===== config.mk =====
export PLATFORM = sky130hd
export DESIGN_NAME = window_reader_flat
export DESIGN_NICKNAME = d
export VERILOG_FILES = /design/src/rtl/window_reader_if.sv /design/src/rtl/window_reader.sv /design/src/flat_wrapper.sv
export SDC_FILE = /design/constraint.sdc
export NUM_CORES = 1
export LEC_CHECK = 0
export ABC_AREA = 1
export CAP_MARGIN = 15
export CORE_ASPECT_RATIO = 1.2
export CORE_MARGIN = 4
export CORE_UTILIZATION = 46
export CTS_BUF_LIST = sky130_fd_sc_hd__clkbuf_8
export CTS_CLUSTER_SIZE = 12
export DETAILED_ROUTE_END_ITERATION = 7
export PLACE_DENSITY = 0.76
export SLEW_MARGIN = 0
export SYNTH_ARGS = -nofsm -noshare
export SYNTH_HDL_FRONTEND = slang
export SYNTH_SLANG_ARGS = --single-unit
export TNS_END_PERCENT = 20

===== constraint.sdc =====
create_clock -name clk -period 1.5 [get_ports clk]
set_input_delay 0.45 -clock clk [delete_from_list [all_inputs] [get_ports clk]]
set_output_delay 0.45 -clock clk [all_outputs]
set_load 0.005 [all_outputs]

===== src/rtl/window_reader_if.sv =====
// Capture RAM read port: window_reader drives the read request (master),
// the capture RAM returns data RD_LAT clocks later (slave).
interface window_reader_if #(
    parameter int DATA_W = 4,
    parameter int ADDR_W = 10
);
    logic              o_rd_en;
    logic [ADDR_W-1:0] o_rd_addr;
    logic [DATA_W-1:0] i_rd_data;

    modport master (
        output o_rd_en,
        output o_rd_addr,
        input  i_rd_data
    );

    modport slave (
        input  o_rd_en,
        input  o_rd_addr,
        output i_rd_data
    );
endinterface


===== src/rtl/window_reader.sv =====
// Streams a 256-sample window of the capture RAM, based at offset*256, one sample per column request.
// Optional macro WINDOW_READER_COL_EN adds o_col, the column index aligned with o_sample.
module window_reader #(
    parameter int DATA_W = 4,
    parameter int WIN_W  = 8,
    parameter int OFS_W  = 2,
    parameter int RD_LAT = 1
) (
    input  logic              clk,
    input  logic              i_reset,
    input  logic [OFS_W-1:0]  offset,
    input  logic              i_frame_start,
    input  logic              i_col_req,
    window_reader_if.master   ram,
    output logic [DATA_W-1:0] o_sample,
    output logic              o_sample_valid,
    output logic              o_busy,
    output logic              o_done
`ifdef WINDOW_READER_COL_EN
    ,
    output logic [WIN_W-1:0]  o_col
`endif
);

    localparam int ADDR_W = OFS_W + WIN_W;

    typedef enum logic [1:0] {
        IDLE,
        ACTIVE,
        DRAIN
    } state_t;

    state_t             state;
    state_t             state_nxt;
    logic [OFS_W-1:0]   off_q;
    logic [WIN_W-1:0]   cnt;
    logic [ADDR_W-1:0]  addr_q;
    logic [ADDR_W-1:0]  rd_addr;
    logic [RD_LAT-1:0]  vld_sr;
    logic               rd_en;
    logic               tail_vld;
    logic               up_vld;
    logic               last_sample;

    // NOTE: clocked state uses <= so every register samples pre-edge values;
    // a blocking = here would let later reads in the same block see the new value.
    always_ff @(posedge clk or negedge i_reset) begin
        if (!i_reset) begin
            state <= IDLE;
        end else begin
            state <= state_nxt;
        end
    end

    // NOTE: every output of this block gets a default first, so no path leaves one unassigned (no latch).
    always_comb begin
        state_nxt = state;
        rd_en     = 1'b0;
        case (state)
            IDLE: begin
                if (i_frame_start) begin
                    state_nxt = ACTIVE;
                end
            end
            ACTIVE: begin
                if (i_frame_start) begin
                    state_nxt = ACTIVE;
                end else if (i_col_req) begin
                    rd_en = 1'b1;
                    if (cnt == '1) begin
                        state_nxt = DRAIN;
                    end
                end
            end
            DRAIN: begin
                if (i_frame_start) begin
                    state_nxt = ACTIVE;
                end else if (vld_sr == '0) begin
                    state_nxt = IDLE;
                end
            end
            default: state_nxt = IDLE;
        endcase
    end

    // The last sample of a window is the tail entry with nothing queued behind it in DRAIN.
    always_comb begin
        up_vld = 1'b0;
        for (int i = 0; i < RD_LAT - 1; i++) begin
            up_vld = up_vld | vld_sr[i];
        end
    end

    assign tail_vld    = vld_sr[RD_LAT-1];
    assign last_sample = (state == DRAIN) && tail_vld && !up_vld;
    assign rd_addr     = rd_en ? {off_q, cnt} : addr_q;
    assign o_busy      = (state != IDLE);

    assign ram.o_rd_en   = rd_en;
    assign ram.o_rd_addr = rd_addr;

    always_ff @(posedge clk or negedge i_reset) begin
        if (!i_reset) begin
            off_q          <= '0;
            cnt            <= '0;
            addr_q         <= '0;
            vld_sr         <= '0;
            o_sample_valid <= 1'b0;
            o_sample       <= '0;
            o_done         <= 1'b0;
        end else begin
            addr_q <= rd_addr;

            if (i_frame_start) begin
                off_q <= offset;
                cnt   <= '0;
            end else if (rd_en) begin
                cnt <= cnt + 1'b1;
            end

            // A restart discards everything in flight, including a pending done.
            if (i_frame_start) begin
                vld_sr         <= '0;
                o_sample_valid <= 1'b0;
                o_sample       <= '0;
                o_done         <= 1'b0;
            end else begin
                vld_sr[0] <= rd_en;
                for (int i = 1; i < RD_LAT; i++) begin
                    vld_sr[i] <= vld_sr[i-1];
                end
                o_sample_valid <= tail_vld;
                o_sample       <= tail_vld ? ram.i_rd_data : '0;
                o_done         <= last_sample;
            end
        end
    end

`ifdef WINDOW_READER_COL_EN
    logic [WIN_W-1:0] col_sr [RD_LAT];

    // NOTE: the column pipeline is not reset; each stage is only used when its vld_sr bit is set.
    always_ff @(posedge clk) begin
        col_sr[0] <= cnt;
        for (int i = 1; i < RD_LAT; i++) begin
            col_sr[i] <= col_sr[i-1];
        end
    end

    always_ff @(posedge clk or negedge i_reset) begin
        if (!i_reset) begin
            o_col <= '0;
        end else if (i_frame_start) begin
            o_col <= '0;
        end else begin
            o_col <= tail_vld ? col_sr[RD_LAT-1] : '0;
        end
    end
`endif

endmodule


===== src/flat_wrapper.sv =====
// flat-port wrapper written by rule: the top's interface ports become plain ports
module window_reader_flat 
#(
    parameter int DATA_W = 4,
    parameter int WIN_W  = 8,
    parameter int OFS_W  = 2,
    parameter int RD_LAT = 1
)
  (clk, i_reset, offset, i_frame_start, i_col_req, o_sample, o_sample_valid, o_busy, o_done, ram_o_rd_en, ram_o_rd_addr, ram_i_rd_data);
  window_reader_if #(.DATA_W(DATA_W), .ADDR_W((10))) ram_i ();
  input  logic clk;
  input  logic i_reset;
  input  logic [OFS_W-1:0] offset;
  input  logic i_frame_start;
  input  logic i_col_req;
  output logic [DATA_W-1:0] o_sample;
  output logic o_sample_valid;
  output logic o_busy;
  output logic o_done;
  output wire logic [$bits(ram_i.o_rd_en)-1:0] ram_o_rd_en;
  output wire logic [$bits(ram_i.o_rd_addr)-1:0] ram_o_rd_addr;
  input wire logic [$bits(ram_i.i_rd_data)-1:0] ram_i_rd_data;
  assign ram_o_rd_en = ram_i.o_rd_en;
  assign ram_o_rd_addr = ram_i.o_rd_addr;
  assign ram_i.i_rd_data = ram_i_rd_data;
  window_reader #(.DATA_W(DATA_W), .WIN_W(WIN_W), .OFS_W(OFS_W), .RD_LAT(RD_LAT)) u_core (.clk(clk), .i_reset(i_reset), .offset(offset), .i_frame_start(i_frame_start), .i_col_req(i_col_req), .ram(ram_i), .o_sample(o_sample), .o_sample_valid(o_sample_valid), .o_busy(o_busy), .o_done(o_done));
endmodule

# Yosys cells after proc, flatten, opt, wreduce, memory -nomap -nowiden
# Index checks and enable logic that the tools add are counted.
[word_totals] word_cells=39 ff_bits=29 output_inout_bits=18 in_bits=10
[classes] reduce_logical=5 addsub=1 n_mux=18 eq_ne=7
[ops] op="$mux 8" n=2
[ops] op="$mux 2" n=6
[ops] op="$mux 10" n=1
[ops] op="$add 8x1->8 const B" n=1
[ops] op="$eq 8x8->1 const B" n=1
[ops] op="$mux 4" n=2
[ops] op="$mux 1" n=6
[ops] op="$ne 3x3->1 const B" n=2
[ops] op="$pmux 2 s3" n=1
[ops] op="$reduce_and 4->1" n=1
[ops] op="$reduce_bool 2->1" n=2
[ops] op="$ne 3x2->1 const B" n=1
[ops] op="$eq 2x1->1 const B" n=1
[ops] op="$eq 2x2->1 const B" n=1
[ops] op="$logic_not 2->1" n=1
[ops] op="$ne 2x2->1 const B" n=1
[ops] op="$logic_and 1x1->1" n=1

# Longest topological paths before layout
# Gate-level depths: netlist of run 1.
[logic_depth] ltp_word=5 mapped_depth=8

# Worst setup path after synthesis of run 1
# Ideal clock, no wire load.
[synth_path] path_kind="input-to-output" startpoint="in i_frame_start" endpoint="out ram_o_rd_addr[1]" setup_slack_ns=-0.050 t_arrival_ns=1.100 stages=6 required_ns=1.050 n_path_buf=1 path_cell_list="inv_2 > nand2_4 > nor2_8 > inv_4 > buf_6 > o21ai_2"
[synth_via] elab_chain_len=3
[synth_rtl] element="from (decl)" line_no="flat_wrapper.sv:14" rtl="input logic i_frame_start;"
[synth_rtl] element="$mux 1" line_no="window_reader.sv:66" rtl="if (i_frame_start) begin"
[synth_rtl] element="$mux 1" line_no="window_reader.sv:59" rtl="case (state)"
[synth_rtl] element="$mux 10" line_no="window_reader.sv:96" rtl="assign rd_addr = rd_en ? {off_q, cnt} : addr_q;"
[synth_rtl] element="to (decl)" line_no="flat_wrapper.sv:21" rtl="output wire logic [$bits(ram_i.o_rd_addr)-1:0] ram_o_rd_addr;"
# No other way between the ends.

# Worst setup path after layout of run 1
[layout_path] startpoint="reg u_core.state[1]" endpoint="out ram_o_rd_addr[7]"
[layout_via] elab_chain_len=3
[layout_rtl] element="from (decl)" line_no="window_reader.sv:33" rtl="state_t state;"
[layout_rtl] element="from (signal assigned)" line_no="window_reader.sv:51" rtl="state <= state_nxt;"
[layout_rtl] element="$eq 2x1->1" line_no="window_reader.sv:59"
[layout_rtl] element="$mux 1" line_no="window_reader.sv:59"
[layout_rtl] element="$mux 10" line_no="window_reader.sv:96"
# No other way between the ends.

==> impl_metrics.py, run 1 <==
metrics = {
    "yosys": {
        "ys_ff_latch": 29,
        "yosysTopAreaCell": "dfrtp_1",
        "synth_top_area_frac": 0.564,
        "synth.most_common_cell": "nand2_1",
        "synth_top_cells_by_area": "dfrtp_1 56%, nand2_1 13%, nor2_1 4.7%",
        "async_flop_share": 1.00,
        "synth_top_flop_cell": "dfrtp_1",
        "seq_area_frac_synth": 0.564,
        "yosys_warnings": 0,
        "syn_area_mm2": 0.00129,
        "synthDistinctLibCells": 20,
        "postSynthAreaPerCell_um2": 8.88,
        "synth.cells.most_frequent": "46 x nand2_1, 29 x dfrtp_1, 16 x nor2_1, 15 x inv_1, 8 x o21ai_0",
        "syn-num-nets": 156,
        "netlist_instances": 145,
        "synth_edf_count": 0,
    },
    "routing": {
        "wl_met2_um": 1450,
        "routed.top_layer": "met4",
        "vias": 1122,
        "avgViaCountPerCell": 4.84,
        "wl_per_cell_um": 11.8,
        "drt-pass1-iter-count": 4,
        "wl_um": 2750,
        "wl_met3_um": 125,
        "drc": 0,
        "drtIter0Drc": 27,
        "drtAntennaViolNets": 0,
        "met1_length_um": 1120,
    },
    "final_layout": {
        "antenna_cells": 0,
        "stdcell_area_mm2": 0.00187,
        "syn2layout_area_growth_pct": 45.4,
        "n_fill_cell": 182,
        "final_layout_size_suffix_gt1_frac": 0.337,
        "nNetsFinal": 210,
    },
    "timing": {
        "grt_setup_unrepaired": "yes",
        "max_freq_mhz": 553,
        "fin_crit_sh": 1.20,
        "finalSetupViolations": 12,
        "fin_tns_setup_ps": -3240,
        "max-slew-margin-rel": 0.887,
        "fin_crit_ps": 1810,
        "clock_skew_ps": 4.38,
        "report.final.hold_viol_count": 0,
        "whs_ps": 472,
        "fin_ws_ps": -307,
        "tightest_slew_ps": 169,
        "maxSlewViolCount": 0,
    },
    "setup_path": {
        "cpPeakStageDelay_ps": 390,
        "crit_fanout": 16,
        "cp-start-kind": "flip-flop",
        "path_class": "reg -> out",
        "path_cells": "inv_2 > nand2_4 > nor2_8 > buf_6 > inv_12 > nand2_2 > o21ai_4 > buf_2",
        "critPathBufInv": 4,
        "cp-end-kind": "output port",
        "crit_required_ps": 1050,
        "worstPathArrival_ps": 1360,
        "path_delay_family": "buffers and inverters",
        "critPathSlowestCell": "dfrtp_1",
    },
    "pwr": {
        "power.density_mw_per_mm2": 1080,
        "leakage_nw": 0.995,
        "peakVddDrop_v": 0.000801,
    },
    "clock_network": {
        "cts_sinks": 29,
        "cts_buffers": 5,
        "cts_tree": "built",
        "hold_buffers": 0,
        "clk_latency_ps": 280,
        "clockRootBuffer": "clkbuf_8",
        "clk_pin_slew_ps": 60,
        "cts_max_level": 2,
        "cts_buffer_depth": 2,
    },
    "floorplanning": {
        "dieArea_mm2": 0.00371,
        "top_level_ports": 28,
        "start_util": 0.495,
        "die_w_um": 56.3,
        "num_rows": 20,
        "die_y_um": 66.0,
        "core-area_mm2": 0.00260,
    },
    "global_routing": {
        "grt_pass1_wl_um": 4730,
        "grt_antenna_before_repair": 0,
        "grt_pass1_vias": 1116,
        "gr-total-overflow": 0,
        "grt_max_degree": 30,
        "grt_usage": 0.167,
    },
    "run_status": {
        "status": "finished, violations left",
        "violations": "setup timing",
    },
    "placed_design": {
        "dp_hpwl_um": 1980,
        "gp_congestion": 0.747,
        "place_area_mm2": 0.00174,
        "port_buffers": 27,
        "pre_cts_slack_ps": -978,
    },
    "flow_run": {
        "maxCapViolations": 0,
    },
    "hold_path": {
        "hold_class": "reg -> reg",
    },
}
placed cells by master, fill, tap and decap left out, drive strengths merged:
cell type	instances
nand2	50
buf	34
dfrtp	29
nor2	18
inv	18
o21ai	14
nand3	7
clkdlybuf4s50	7
dlygate4sd2	7
clkbuf	6
a21oi	4
clkdlybuf4s15	2
o21a	1
a22oi	1
ha	1
kinds of logic after synthesis:
| family | Yosys count | synth area share |
|---|---|---|
| AO/OA/AOI/OAI | 20 | 0.102 |
| adder cells (fa/ha/maj) | 1 | 0.00972 |
| buffers and inverters | 20 | 0.0729 |
| flip-flops | 29 | 0.564 |
| AND/OR/NAND/NOR | 75 | 0.252 |
power by group:
part / internal [W] / switching, W
logic: 0.000242 / 0.000263
registers: 0.000859 / 0.0000369
clock network: 0.000356 / 0.000266
total: 0.00146 / 0.000566
through the flow:
step	power [W]	instances	util
floorplan	0.00113	145	-
global placement	0.00138	221	0.669
detailed placement	0.00140	221	0.669
CTS	0.00203	232	0.712
global route	0.00214	232	0.719
finish	0.00202	232	0.719
worst register-to-register path: stages, from the launching register on:
cell and delay, ps:
dfrtp_1 350, buf_4 120, ha_1 150, nand2_1 90, nor2_1 170, nand2_1 80
nand2_1 80, nand2_1 60, nand2_1 60, nand2_1 50
area by class of cell:
class / instances / area (µm²) / share of cell area
Inverter: 17 / 78.8 / 0.0421
Tap cell: 33 / 41.3 / 0.0221
Sequential cell: 29 / 726 / 0.388
Clock buffer: 6 / 82.6 / 0.0441
Multi-Input combinational cell: 96 / 533 / 0.285
Timing Repair Buffer: 50 / 407 / 0.217
Clock inverter: 1 / 3.75 / 0.00201
repair_timing:
| action | 4_1_cts | 5_1_grt |
|---|---|---|
| pin swaps | 3 | 0 |
| endpoints found under the setup margin | 18 | 12 |
| resized for setup | 74 | 5 |
| setup buffers | 5 | 0 |
path summary, 6_finish.rpt:
kind	to	cells after the start	slack (ps)	startpoint
setup / recovery	ram_o_rd_addr[7]	8	-310	u_core.state[1]
hold / removal	u_core.addr_q[9]	2	470	u_core.addr_q[9]
setup reg to reg	u_core.state[0]	9	190	u_core.cnt[0]
hold reg to reg	u_core.addr_q[9]	2	470	u_core.addr_q[9]
max in group asynchronous	u_core.cnt[7]	2	810	i_reset
min in group asynchronous	u_core.cnt[2]	2	530	i_reset
routing by layer:
layer | track usage | vias up
li1 | - | 557
met1 | 0.176 | 540
met2 | 0.294 | 18
met3 | 0.0664 | 7
met4 | 0.0742 | 0
met5 | 0 | -
flip-flops by register name (all words and copies together) (netlist names):
signal	count
u_core.off_q	2
u_core.tail_vld	1
u_core.cnt	8
u_core.addr_q	10
u_core.o_done	1
u_core.o_sample_valid	1
u_core.o_sample	4
u_core.state	2
Power figures use the tool's default switching activity.
==> inputs of run 2 (changes only) <==
Settings changed: CTS_CLUSTER_SIZE 12 to not set.
Clock period 1.5 ns to 1.65 ns, I/O delays scaled along.
==> run 2 against run 1 <==
Net effect: the flow still finishes with violations (setup timing); register-to-register slack worse by 270 ps; clock power is 9.3% lower; critical path type unchanged; critical path depth unchanged; wire length increased by 22%; sequential share of layout area fell by 2.0 points; global-route usage increased by 3.7 points.
==> impl_metrics.py, run 2 (synthesis gave the netlist of run 1 again) <==
metrics = {
    "final_layout": {
        "reg_top3": "u_core.addr_q: 10 flops, u_core.cnt: 8 flops, u_core.o_sample: 4 flops",
        "syn2layout_area_growth_pct": 53.3,
        "final_layout_size_suffix_gt1_frac": 0.364,
        "max_flop_register": "u_core.addr_q",
        "final_cell_mix": "37 x nand2_1, 29 x dfrtp_1, 19 x buf_4",
        "nNetsFinal": 217,
        "antenna_cells": 0,
        "largest_reg_flops": 10,
        "final_common_cell": "nand2_1",
    },
    "flow_run": {
        "maxCapViolations": 0,
    },
    "pwr": {
        "p_int_w": 0.00137,
        "power.density_mw_per_mm2": 970,
        "power.total_w": 0.00191,
        "p_clk_frac": 0.294,
        "combPwrFrac": 0.276,
        "leakage_nw": 1.04,
        "pwr-share-seq": 0.430,
        "peakVddDrop_v": 0.000860,
        "power_switching_w": 0.000543,
        "switching_share": 0.284,
    },
    "timing": {
        "max-slew-margin-rel": 0.764,
        "fin_crit_sh": 1.19,
        "fin_ws_ps": -308,
        "grt_setup_unrepaired": "yes",
        "maxSlewViolCount": 0,
        "max_freq_mhz": 511,
        "report.final.hold_viol_count": 0,
        "tightest_slew_ps": 355,
        "fin_crit_ps": 1960,
        "finalSetupViolations": 13,
        "clock_skew_ps": 2.24,
    },
    "placed_design": {
        "gp_congestion": 0.773,
        "dp_hpwl_um": 2100,
        "pre_cts_slack_ps": -891,
        "port_buffers": 27,
    },
    "clock_network": {
        "clk_pin_slew_ps": 50,
        "cts_tree": "built",
        "cts_buffers": 5,
        "clk_latency_ps": 280,
        "cts_buffer_depth": 2,
        "cts_sinks": 29,
        "clockRootBuffer": "clkbuf_8",
        "cts_max_level": 2,
    },
    "routing": {
        "drtAntennaViolNets": 0,
        "wl_um": 3360,
        "wl_per_cell_um": 14.1,
        "drtIter0Drc": 24,
        "vias": 1175,
        "avgViaCountPerCell": 4.92,
        "drc": 0,
        "drt-pass1-iter-count": 4,
    },
    "global_routing": {
        "grt_usage": 0.204,
        "grt_pass1_vias": 1297,
        "grt_max_degree": 30,
        "gr-total-overflow": 0,
        "grt_antenna_before_repair": 0,
        "grt_pass1_wl_um": 5690,
    },
    "setup_path": {
        "crit_fanout": 7,
        "worstPathArrival_ps": 1460,
        "cp-end-kind": "output port",
        "path_class": "reg -> out",
        "cp-start-kind": "flip-flop",
        "crit_required_ps": 1150,
    },
    "floorplanning": {
        "die_y_um": 66.0,
        "num_rows": 20,
        "core-area_mm2": 0.00260,
        "die_w_um": 56.3,
        "start_util": 0.495,
        "top_level_ports": 28,
        "dieArea_mm2": 0.00371,
    },
    "hold_path": {
        "hold_class": "reg -> reg",
    },
    "run_status": {
        "status": "finished, violations left",
        "violations": "setup timing",
    },
}
## run 2: power groups by stage
stage	clock [W]	combinational [W]	sequential, W
floorplan	0	0.000208	0.000823
global placement	0	0.000428	0.000821
detailed placement	0	0.000438	0.000825
CTS	0.000578	0.000479	0.000817
global route	0.000616	0.000585	0.000831
finish	0.000563	0.000528	0.000823
## run 2: cell type report
type / count / area (µm²)
clock inverters: 1 / 3.75
multi-input cells: 96 / 538
flip-flops and latches: 29 / 726
inverters: 17 / 71.3
fillers: 165 / 629
well taps: 33 / 41.3
clock buffers: 6 / 82.6
repair buffers: 57 / 510
## run 2: per-layer routing
metal,wire length (µm),GRT usage,part of all wire,vias to the layer above
met4,38,0.0950,0.011,0
li1,-,-,-,569
met2,2000,0.385,0.59,24
met3,141,0.0723,0.042,4
met5,0,0,0,-
met1,1180,0.197,0.35,578
## run 2: path summary, 6_finish.rpt
path | startpoint | endpoint | slack, ps | cells after the start
worst max-delay path | u_core.state[1] | ram_o_rd_addr[8] | -310 | 8
worst min-delay path | u_core.addr_q[2] | u_core.addr_q[2] | 490 | 2
worst max register to register | u_core.state[1] | u_core.addr_q[3] | -80 | 13
worst min register to register | u_core.addr_q[2] | u_core.addr_q[2] | 490 | 2
max in group asynchronous | i_reset | u_core.addr_q[4] | 800 | 2
min in group asynchronous | i_reset | u_core.cnt[2] | 590 | 2
## run 2: critical path: stages (launching register included)
cell and delay, ps:
dfrtp_1 380, inv_2 80, nand2_4 70, nor2_8 170, inv_8 60, buf_16 140
nand2_2 80, o21ai_4 60, buf_2 120
## run 2: stage by stage
step                      instance area [µm²]  hold slack (ps)   util  setup TNS, ps  instances
final                                    1970              492  0.758          -2910        239
after global routing                     1970              527  0.758          -3800        239
after CTS                                1920              482  0.738          -2970        239
after detailed placement                 1680              457  0.647         -10480        217
after global placement                   1680              456  0.647         -10040        217
after floorplan                          1290              199      -              0        145
## run 2: timing repair
| action | 4_1_cts | 5_1_grt |
|---|---|---|
| gates cloned | 1 | 0 |
| resized for setup | 72 | 15 |
| pin swaps | 6 | 4 |
| hold buffers | 0 | 0 |
| setup endpoints to repair | 12 | 14 |
| setup buffers | 15 | 2 |
==> inputs of run 3 (changes only) <==
==> constraint.sdc (replaced) <==
create_clock -name clk -period 1.65 [get_ports clk]
set_input_delay 0.2475 -clock clk [delete_from_list [all_inputs] [get_ports clk]]
set_output_delay 0.2475 -clock clk [all_outputs]
set_load 0.005 [all_outputs]
==> run 3 against run 2 <==
Net effect: die area unchanged; global-route usage down 4.8 points; critical path depth down 1; total power down 4.5%; register-to-register slack better by 360 ps; final cell count down 5.9%; via count down 7.7%; non-clock buffer count down 14; the run still ends with setup timing left.
==> impl_metrics.py, run 3 (synthesis gave the netlist of run 1 again) <==
metrics = {
    "routing": {
        "drtIter0Drc": 30,
        "wl_um": 2730,
        "drt-pass1-iter-count": 4,
        "wl_per_cell_um": 12.1,
        "drc": 0,
        "drtAntennaViolNets": 0,
        "avgViaCountPerCell": 4.82,
        "vias": 1085,
    },
    "run_status": {
        "violations": "setup timing",
        "status": "finished, violations left",
    },
    "timing": {
        "report.final.hold_viol_count": 0,
        "clock_skew_ps": 5.76,
        "finalSetupViolations": 7,
        "max-slew-margin-rel": 0.762,
        "grt_setup_unrepaired": "yes",
        "whs_ps": 355,
        "fin_crit_sh": 1.03,
        "maxSlewViolCount": 0,
        "fin_ws_ps": -45.2,
        "tightest_slew_ps": 357,
        "fin_crit_ps": 1700,
        "max_freq_mhz": 590,
    },
    "setup_path": {
        "path_class": "reg -> out",
        "crit_fanout": 5,
        "crit_required_ps": 1400,
        "cp-end-kind": "output port",
        "cp-start-kind": "flip-flop",
        "worstPathArrival_ps": 1450,
    },
    "flow_run": {
        "maxCapViolations": 0,
    },
    "final_layout": {
        "final_cell_mix": "43 x nand2_1, 29 x dfrtp_1, 15 x nor2_1, 15 x inv_1",
        "antenna_cells": 0,
        "largest_reg_flops": 10,
        "final_cells": 225,
        "postLayoutCoreUtil": 0.689,
        "final_layout_size_suffix_gt1_frac": 0.271,
        "nNetsFinal": 203,
        "final_common_cell": "nand2_1",
        "reg_top3": "u_core.addr_q: 10 flops, u_core.cnt: 8 flops, u_core.o_sample: 4 flops",
        "max_flop_register": "u_core.addr_q",
        "syn2layout_area_growth_pct": 39.4,
    },
    "global_routing": {
        "grt_pass1_vias": 1093,
        "grt_antenna_before_repair": 0,
        "grt_pass1_wl_um": 4560,
        "grt_usage": 0.156,
        "grt_max_degree": 30,
        "gr-total-overflow": 0,
    },
    "floorplanning": {
        "die_y_um": 66.0,
        "num_rows": 20,
        "dieArea_mm2": 0.00371,
        "core-area_mm2": 0.00260,
        "top_level_ports": 28,
        "start_util": 0.495,
        "die_w_um": 56.3,
    },
    "placed_design": {
        "port_buffers": 27,
        "gp_congestion": 0.734,
        "dp_cells": 210,
        "dp_hpwl_um": 1970,
    },
    "hold_path": {
        "hold_class": "in -> async",
    },
    "pwr": {
        "pwr-share-seq": 0.447,
        "leakage_nw": 0.931,
        "switching_share": 0.270,
        "power_switching_w": 0.000494,
        "power.total_w": 0.00183,
        "peakVddDrop_v": 0.000918,
        "combPwrFrac": 0.249,
        "p_int_w": 0.00133,
        "power.density_mw_per_mm2": 1020,
        "p_clk_frac": 0.304,
    },
    "clock_network": {
        "clockRootBuffer": "clkbuf_8",
        "cts_tree": "built",
        "cts_buffer_depth": 2,
        "clk_latency_ps": 270,
        "clk_pin_slew_ps": 60,
        "cts_max_level": 2,
        "cts_sinks": 29,
        "cts_buffers": 5,
    },
}
[run 3: cell types whose count changed in the layout (fill, tap and decap cells not counted), sizes merged]
cell           delta
clkdlybuf4s50     +1
clkbuf            +8
dlymetal6s2s      -1
dlygate4sd2       +2
buf              -24
[run 3: power by group through the flow]
stage | Sequential, W | Combinational, W | Clock, W
2_1_floorplan | 0.000823 | 0.000208 | 0
3_3_place_gp | 0.000822 | 0.000415 | 0
3_5_place_dp | 0.000825 | 0.000428 | 0
4_1_cts | 0.000817 | 0.000434 | 0.000566
5_1_grt | 0.000825 | 0.000504 | 0.000610
6_report | 0.000816 | 0.000456 | 0.000556
[run 3: layer usage]
metal	vias up	GRT usage	wire [µm]	part of all wire
li1	549	-	-	-
met1	514	0.166	1110	0.41
met2	17	0.298	1520	0.56
met3	5	0.0371	65	0.024
met4	0	0.0534	34	0.012
met5	-	0	0	0
[run 3: final timing paths]
check                            startpoint          endpoint  slack (ps)  depth (start not counted)
min reg2reg                u_core.addr_q[9]  u_core.addr_q[9]         470                          2
max reg2reg                 u_core.state[1]     u_core.cnt[5]         280                          9
max                         u_core.state[1]  ram_o_rd_addr[1]         -50                          7
max in group asynchronous           i_reset  u_core.addr_q[8]        1030                          2
min in group clk              i_frame_start   u_core.tail_vld         430                          4
min                                 i_reset   u_core.state[1]         350                          2
[run 3: timing repair]
action                     in CTS  in global routing
hold endpoints to repair        0                  0
buffers inserted                5                  2
setup endpoints to repair      12                 11
hold buffers                    0                  0
gates resized for setup        26                 24
pin swaps                       2                  2
cloned                          0                  1
[run 3: cell type report]
type / instances / area, µm²
fillers: 205 / 808
flip-flops and latches: 29 / 726
multi-input cells: 96 / 490
repair buffers: 43 / 379
clock buffers: 6 / 82.6
inverters: 17 / 71.3
well taps: 33 / 41.3
clock inverters: 1 / 3.75
[run 3: worst max-delay path, stage by stage (launching register included)]
cell and delay (ps):
dfrtp_1 380, inv_2 80, nand2_4 70, nor2_8 170, inv_8 60, buf_4 150, o21ai_2 120, buf_2 130
[run 3: through the flow]
step	cell area (µm²)	setup TNS (ps)	setup WS (ps)
after floorplan	1290	0	357
after global placement	1640	-3890	-373
after detailed placement	1640	-4030	-402
after CTS	1770	-755	-132
after global routing	1790	-1170	-153
final	1790	-167	-45.2
